### src/rtl/mem_ctrl_pkg.sv
// Shared widths and FSM encoding for the port-A memory access controller.
package mem_ctrl_pkg;

    localparam int unsigned DEF_DATA_W = 16;
    localparam int unsigned DEF_ADDR_W = 10;

    typedef enum logic [1:0] {
        IDLE,
        RD_ISSUE,
        RD_CAPT,
        FILL
    } ctrl_state_e;

endpackage

### src/rtl/mem_fill_seq.sv
// Fill sequencer: walks an address/remaining-count pair one word per advance and
// pulses done once the count is exhausted. Only instantiated with MEM_CTRL_FILL_EN.
module mem_fill_seq
    import mem_ctrl_pkg::*;
#(
    parameter int unsigned DATA_W = DEF_DATA_W,
    parameter int unsigned ADDR_W = DEF_ADDR_W
) (
    input  logic              clk,
    input  logic              reset,
    input  logic              start,
    input  logic [ADDR_W-1:0] base,
    input  logic [ADDR_W:0]   len,
    input  logic [DATA_W-1:0] value,
    input  logic              adv,
    output logic [ADDR_W-1:0] addr,
    output logic [DATA_W-1:0] data,
    output logic              active,
    output logic              done
);

    logic [ADDR_W-1:0] addr_q, addr_d;
    logic [ADDR_W:0]   rem_q, rem_d;
    logic [DATA_W-1:0] val_q, val_d;
    logic              done_q, done_d;

    always_comb begin
        addr_d = addr_q;
        rem_d  = rem_q;
        val_d  = val_q;
        done_d = 1'b0;
        if (start) begin
            addr_d = base;
            rem_d  = len;
            val_d  = value;
        end else if (adv) begin
            if (rem_q != '0) begin
                // Address wraps naturally at 2**ADDR_W.
                addr_d = addr_q + ADDR_W'(1);
                rem_d  = rem_q - (ADDR_W + 1)'(1);
            end else begin
                done_d = 1'b1;
            end
        end
    end

    always_ff @(posedge clk or posedge reset) begin
        if (reset) begin
            addr_q <= '0;
            rem_q  <= '0;
            val_q  <= '0;
            done_q <= 1'b0;
        end else begin
            addr_q <= addr_d;
            rem_q  <= rem_d;
            val_q  <= val_d;
            done_q <= done_d;
        end
    end

    assign addr   = addr_q;
    assign data   = val_q;
    assign active = (rem_q != '0);
    assign done   = done_q;

endmodule

### src/rtl/mem_access_ctrl.sv
// CPU load/store front end for a sync-read memory port; optional range fill engine
// is enabled by defining MEM_CTRL_FILL_EN.
module mem_access_ctrl
    import mem_ctrl_pkg::*;
#(
    parameter int unsigned DATA_W = DEF_DATA_W,
    parameter int unsigned ADDR_W = DEF_ADDR_W
) (
    input  logic              clk,
    input  logic              reset,
    input  logic              req_valid,
    output logic              req_ready,
    input  logic              req_we,
    input  logic [ADDR_W-1:0] req_addr,
    input  logic [DATA_W-1:0] req_wdata,
    output logic              rsp_valid,
    output logic [DATA_W-1:0] rsp_rdata,
    output logic              busy,
`ifdef MEM_CTRL_FILL_EN
    input  logic              fill_start,
    input  logic [ADDR_W-1:0] fill_base,
    input  logic [ADDR_W:0]   fill_len,
    input  logic [DATA_W-1:0] fill_value,
    output logic              fill_done,
`endif
    output logic [ADDR_W-1:0] mem_addr,
    output logic [DATA_W-1:0] mem_data,
    output logic              mem_we,
    input  logic [DATA_W-1:0] mem_q
);

    ctrl_state_e       state_q, state_d;
    logic [ADDR_W-1:0] mem_addr_q, mem_addr_d;
    logic [DATA_W-1:0] mem_data_q, mem_data_d;
    logic              mem_we_q, mem_we_d;
    logic              rsp_valid_q, rsp_valid_d;
    logic [DATA_W-1:0] rsp_rdata_q, rsp_rdata_d;
    logic              fill_req;
    logic              accept;

`ifdef MEM_CTRL_FILL_EN
    logic              fill_go;
    logic [ADDR_W-1:0] fill_addr;
    logic [DATA_W-1:0] fill_data;
    logic              fill_active;

    assign fill_req = fill_start;
    assign fill_go  = (state_q == IDLE) & fill_start;

    mem_fill_seq #(
        .DATA_W (DATA_W),
        .ADDR_W (ADDR_W)
    ) u_fill_seq (
        .clk    (clk),
        .reset  (reset),
        .start  (fill_go),
        .base   (fill_base),
        .len    (fill_len),
        .value  (fill_value),
        .adv    (state_q == FILL),
        .addr   (fill_addr),
        .data   (fill_data),
        .active (fill_active),
        .done   (fill_done)
    );
`else
    assign fill_req = 1'b0;
`endif

    // A pending fill request steals the cycle from any CPU request.
    assign req_ready = (state_q == IDLE) & ~reset & ~fill_req;
    assign accept    = req_valid & req_ready;

    always_comb begin
        state_d     = state_q;
        mem_addr_d  = mem_addr_q;
        mem_data_d  = mem_data_q;
        mem_we_d    = 1'b0;
        rsp_valid_d = 1'b0;
        rsp_rdata_d = rsp_rdata_q;
        case (state_q)
            IDLE: begin
                if (fill_req) begin
                    state_d = FILL;
                end else if (accept) begin
                    mem_addr_d = req_addr;
                    if (req_we) begin
                        mem_data_d = req_wdata;
                        mem_we_d   = 1'b1;
                    end else begin
                        state_d = RD_ISSUE;
                    end
                end
            end
            RD_ISSUE: state_d = RD_CAPT;
            RD_CAPT: begin
                // Memory registered q during RD_ISSUE; it is valid now.
                rsp_rdata_d = mem_q;
                rsp_valid_d = 1'b1;
                state_d     = IDLE;
            end
`ifdef MEM_CTRL_FILL_EN
            FILL: begin
                if (fill_active) begin
                    mem_addr_d = fill_addr;
                    mem_data_d = fill_data;
                    mem_we_d   = 1'b1;
                end else begin
                    state_d = IDLE;
                end
            end
`endif
            default: state_d = IDLE;
        endcase
    end

    always_ff @(posedge clk or posedge reset) begin
        if (reset) begin
            state_q     <= IDLE;
            mem_addr_q  <= '0;
            mem_data_q  <= '0;
            mem_we_q    <= 1'b0;
            rsp_valid_q <= 1'b0;
            rsp_rdata_q <= '0;
        end else begin
            state_q     <= state_d;
            mem_addr_q  <= mem_addr_d;
            mem_data_q  <= mem_data_d;
            mem_we_q    <= mem_we_d;
            rsp_valid_q <= rsp_valid_d;
            rsp_rdata_q <= rsp_rdata_d;
        end
    end

    assign mem_addr  = mem_addr_q;
    assign mem_data  = mem_data_q;
    assign mem_we    = mem_we_q;
    assign rsp_valid = rsp_valid_q;
    assign rsp_rdata = rsp_rdata_q;
    assign busy      = (state_q == RD_ISSUE) | (state_q == RD_CAPT) | (state_q == FILL);

endmodule

### config.mk
export PLATFORM = sky130hd
export DESIGN_NAME = mem_access_ctrl
export DESIGN_NICKNAME = d
export VERILOG_FILES = /design/src/rtl/mem_ctrl_pkg.sv /design/src/rtl/mem_fill_seq.sv /design/src/rtl/mem_access_ctrl.sv
export SDC_FILE = /design/constraint.sdc
export NUM_CORES = 1
export LEC_CHECK = 0
export CAP_MARGIN = 20
export CORE_UTILIZATION = 35
export DETAILED_ROUTE_END_ITERATION = 7
export GPL_TIMING_DRIVEN = 0
export PLACE_DENSITY = 0.83
export SETUP_SLACK_MARGIN = 0.02
export SYNTH_ARGS = -nofsm -noshare
export SYNTH_HDL_FRONTEND = slang
export SYNTH_HIERARCHICAL = 1
export SYNTH_SLANG_ARGS = --single-unit
### constraint.sdc
create_clock -name clk -period 1.4 [get_ports clk]
set_input_delay 0.21 -clock clk [delete_from_list [all_inputs] [get_ports clk]]
set_output_delay 0.21 -clock clk [all_outputs]
set_load 0.05 [all_outputs]
==> impl_metrics.json, run 1 <==
{
  "swShare": 0.410,
  "end_kind": "flip-flop",
  "hold_path.class": "primary input to asynchronous set/reset pin",
  "worstSetupStartpointType": "flip-flop",
  "hold_violations": 0,
  "fin_skew_ns": 0.00537,
  "yosys_warnings": 6,
  "drt_iter0_drc": 18,
  "yosysTopAreaCell": "dfrtp_1",
  "cts-htree-levels": 2,
  "netlist_top_cells_area": "dfrtp_1, mux2_2, mux2_4",
  "postLayoutCoreUtil": 0.615,
  "regArea_um2": 1150,
  "peakVddDrop_uv": 841,
  "cp.required_ns": 1.58,
  "die_w_um": 72.8,
  "clockRootBuffer": "clkbuf_8",
  "drc": 0,
  "clk_pin_slew_ns": 0.08,
  "max_slew_margin": 0.682,
  "grt_overflow": 0,
  "ys_ff_latch": 46,
  "grt_pass1_vias": 1280,
  "violations": "negative setup slack",
  "syn-cell-area_um2": 1760,
  "io_pins": 92,
  "p_comb_frac": 0.437,
  "syn2layout_area_growth_pct": 67.6,
  "p_leak_nw": 1.39,
  "cts_tree": "done",
  "coreArea_um2": 4790,
  "worstSetupStartpoint": "state_q[1]",
  "wl_per_cell_um": 14.2,
  "grt_antenna_before_repair": 0,
  "cts.sinks": 46,
  "clockBufferDepth": 2,
  "synth_top_area_share": 0.656,
  "synth_fp_nets": 147,
  "grt_max_degree": 30,
  "initial_utilization": 0.367,
  "port_buffers": 91,
  "clock_power_share": 0.178,
  "via_count": 1229,
  "clk_latency_ns": 0.29,
  "post_drt_via_cell_ratio": 4.41,
  "setup_viol_count_final": 30,
  "grt_first_pass_wirelength_mm": 6.12,
  "dr.pass1.iters": 3,
  "dp_hpwl_mm": 2.66,
  "dieHeight_um": 72.8,
  "ys_seq_area_frac": 0.656,
  "wirelength_mm": 3.97,
  "timing.final.crit_period_ns": 1.53,
  "p_per_area_nw_per_um2": 1550,
  "worst_ep_arrival_time_ns": 1.71,
  "grt.total_usage": 0.156,
  "drive_gt1_frac": 0.542,
  "fillers": 401,
  "internal_power_mw": 2.69,
  "cts-buffers-inserted": 5,
  "synth_cell_type_count": 11,
  "final_cell_mix": "clkdlybuf4s50_1, dfrtp_1, clkbuf_2, mux2_2, mux2_4",
  "period_share": 1.09,
  "timing.rr.end": "mem_data[1]",
  "dieArea_um2": 5300,
  "reg2reg_from": "state_q[1]",
  "hold_buffers": 0,
  "worst_pin_slew_ns": 0.479,
  "synthCells": 101,
  "endpoint": "mem_data[1]",
  "crit_type": "flip-flop to flip-flop",
  "multiInputGateArea_um2": 631,
  "fin_ws_ns": -0.129,
  "status": "finished with violations",
  "p_seq_frac": 0.385,
  "final_max_slew_viol_count": 0,
  "nets": 257,
  "syn_avg_cell_area_um2": 17.4,
  "rows": 25,
  "rsz0062_at_grt": "yes",
  "power.switching_mw": 1.87,
  "cap_violations": 0,
  "crit_fanout": 5,
  "rrSetupSlack_ns": -0.13,
  "fmax_mhz": 654,
  "place_ws_ns": -0.590,
  "gp_congestion": 0.673,
  "r2r_cells": 5,
  "postRouteAntennaNets": 0,
  "antenna_cells": 0
}
[cell families (layout without fill, tap and decap cells)]
group	count (synthesis)	after routing	synth area share
DFF	46	46	0.656
and+or+nand+nor	7	7	0.0363
buffers and inverters	6	117	0.0192
muxes	42	42	0.289
[state kept, by name, indices dropped and copies added (netlist names)]
signal	cells
rsp_rdata	16
state_q	2
rsp_valid	1
mem_data	16
mem_we	1
mem_addr	10
[stage by stage]
step	cells	total power, mW	hold WS, ns	setup TNS [ns]	cell area, um2
2_1_floorplan	101	3.14	0.276	-0.740	1770
3_3_place_gp	259	3.89	0.489	-60.28	2760
3_5_place_dp	260	3.92	0.492	-15.54	2780
4_1_cts	277	4.71	0.405	-2.12	3060
5_1_grt	279	4.78	0.420	-5.13	2940
6_report	279	4.57	0.396	-2.43	2940
[cell type report]
| type | count | share of cell area |
|---|---|---|
| multi-input cells | 49 | 0.214 |
| plain buffers | 3 | 0.0145 |
| clock inverters | 1 | 0.00170 |
| inverters | 2 | 0.00255 |
| well taps | 67 | 0.0285 |
| flip-flops and latches | 46 | 0.392 |
| clock buffers | 7 | 0.0293 |
| repair buffers | 104 | 0.318 |
[worst min-delay path by stage]
stage / start / cells past startpoint / endpoint / slack [ns]
final: reset / 2 / rsp_rdata[10] / 0.40
after global routing: reset / 2 / rsp_rdata[2] / 0.42
after CTS: reset / 2 / state_q[1] / 0.40
after detailed placement: mem_data[7] / 1 / mem_data[7] / 0.49
after global placement: mem_data[14] / 1 / mem_data[14] / 0.49
after floorplan: req_we / 1 / state_q[0] / 0.28
[cells in the mapped netlist]
| library cell | n |
|---|---|
| dfrtp_1 | 46 |
| nor2b_1 | 3 |
| nor2_1 | 1 |
| inv_1 | 2 |
| buf_6 | 1 |
| nor4b_4 | 1 |
| nand2_4 | 1 |
| mux2_4 | 9 |
| buf_2 | 3 |
| or2_2 | 1 |
| mux2_2 | 33 |
[power groups by stage]
stage	logic [mW]	clock network (mW)	registers (mW)
floorplan	0.366	0	2.77
global placement	2.13	0	1.77
detailed placement	2.15	0	1.78
CTS	2.10	0.852	1.76
global route	2.07	0.906	1.80
finish	2.00	0.813	1.76
[what timing repair did]
action                     CTS  global route
pin swaps                    2             0
gates cloned                 2             1
gates resized for setup    128            41
setup endpoints to repair   82            79
setup buffers                8             1
[critical path, cell delays in order (launching register included)]
cell	delay (ns)
dfrtp_2	0.45
nor4b_4	0.28
buf_4	0.19
nand2_8	0.07
buf_12	0.14
mux2_4	0.29
[layer usage]
| metal | GRT usage | part of all wire |
|---|---|---|
| met1 | 0.183 | 0.40 |
| met2 | 0.262 | 0.50 |
| met3 | 0.0483 | 0.082 |
| met4 | 0.0719 | 0.015 |
| met5 | 0 | 0 |
(Power assumes the default switching activity.)
==> run 2: changes to the inputs <==
--- a/config.mk
+++ b/config.mk
@@ -5,7 +5,7 @@
 export SDC_FILE = /design/constraint.sdc
 export NUM_CORES = 1
 export LEC_CHECK = 0
-export CAP_MARGIN = 20
+export CAP_MARGIN = 0
 export CORE_UTILIZATION = 35
 export DETAILED_ROUTE_END_ITERATION = 7
 export GPL_TIMING_DRIVEN = 0
==> results of run 2 <==
No change in the layout: final DEF, timing and power equal those of run 1.
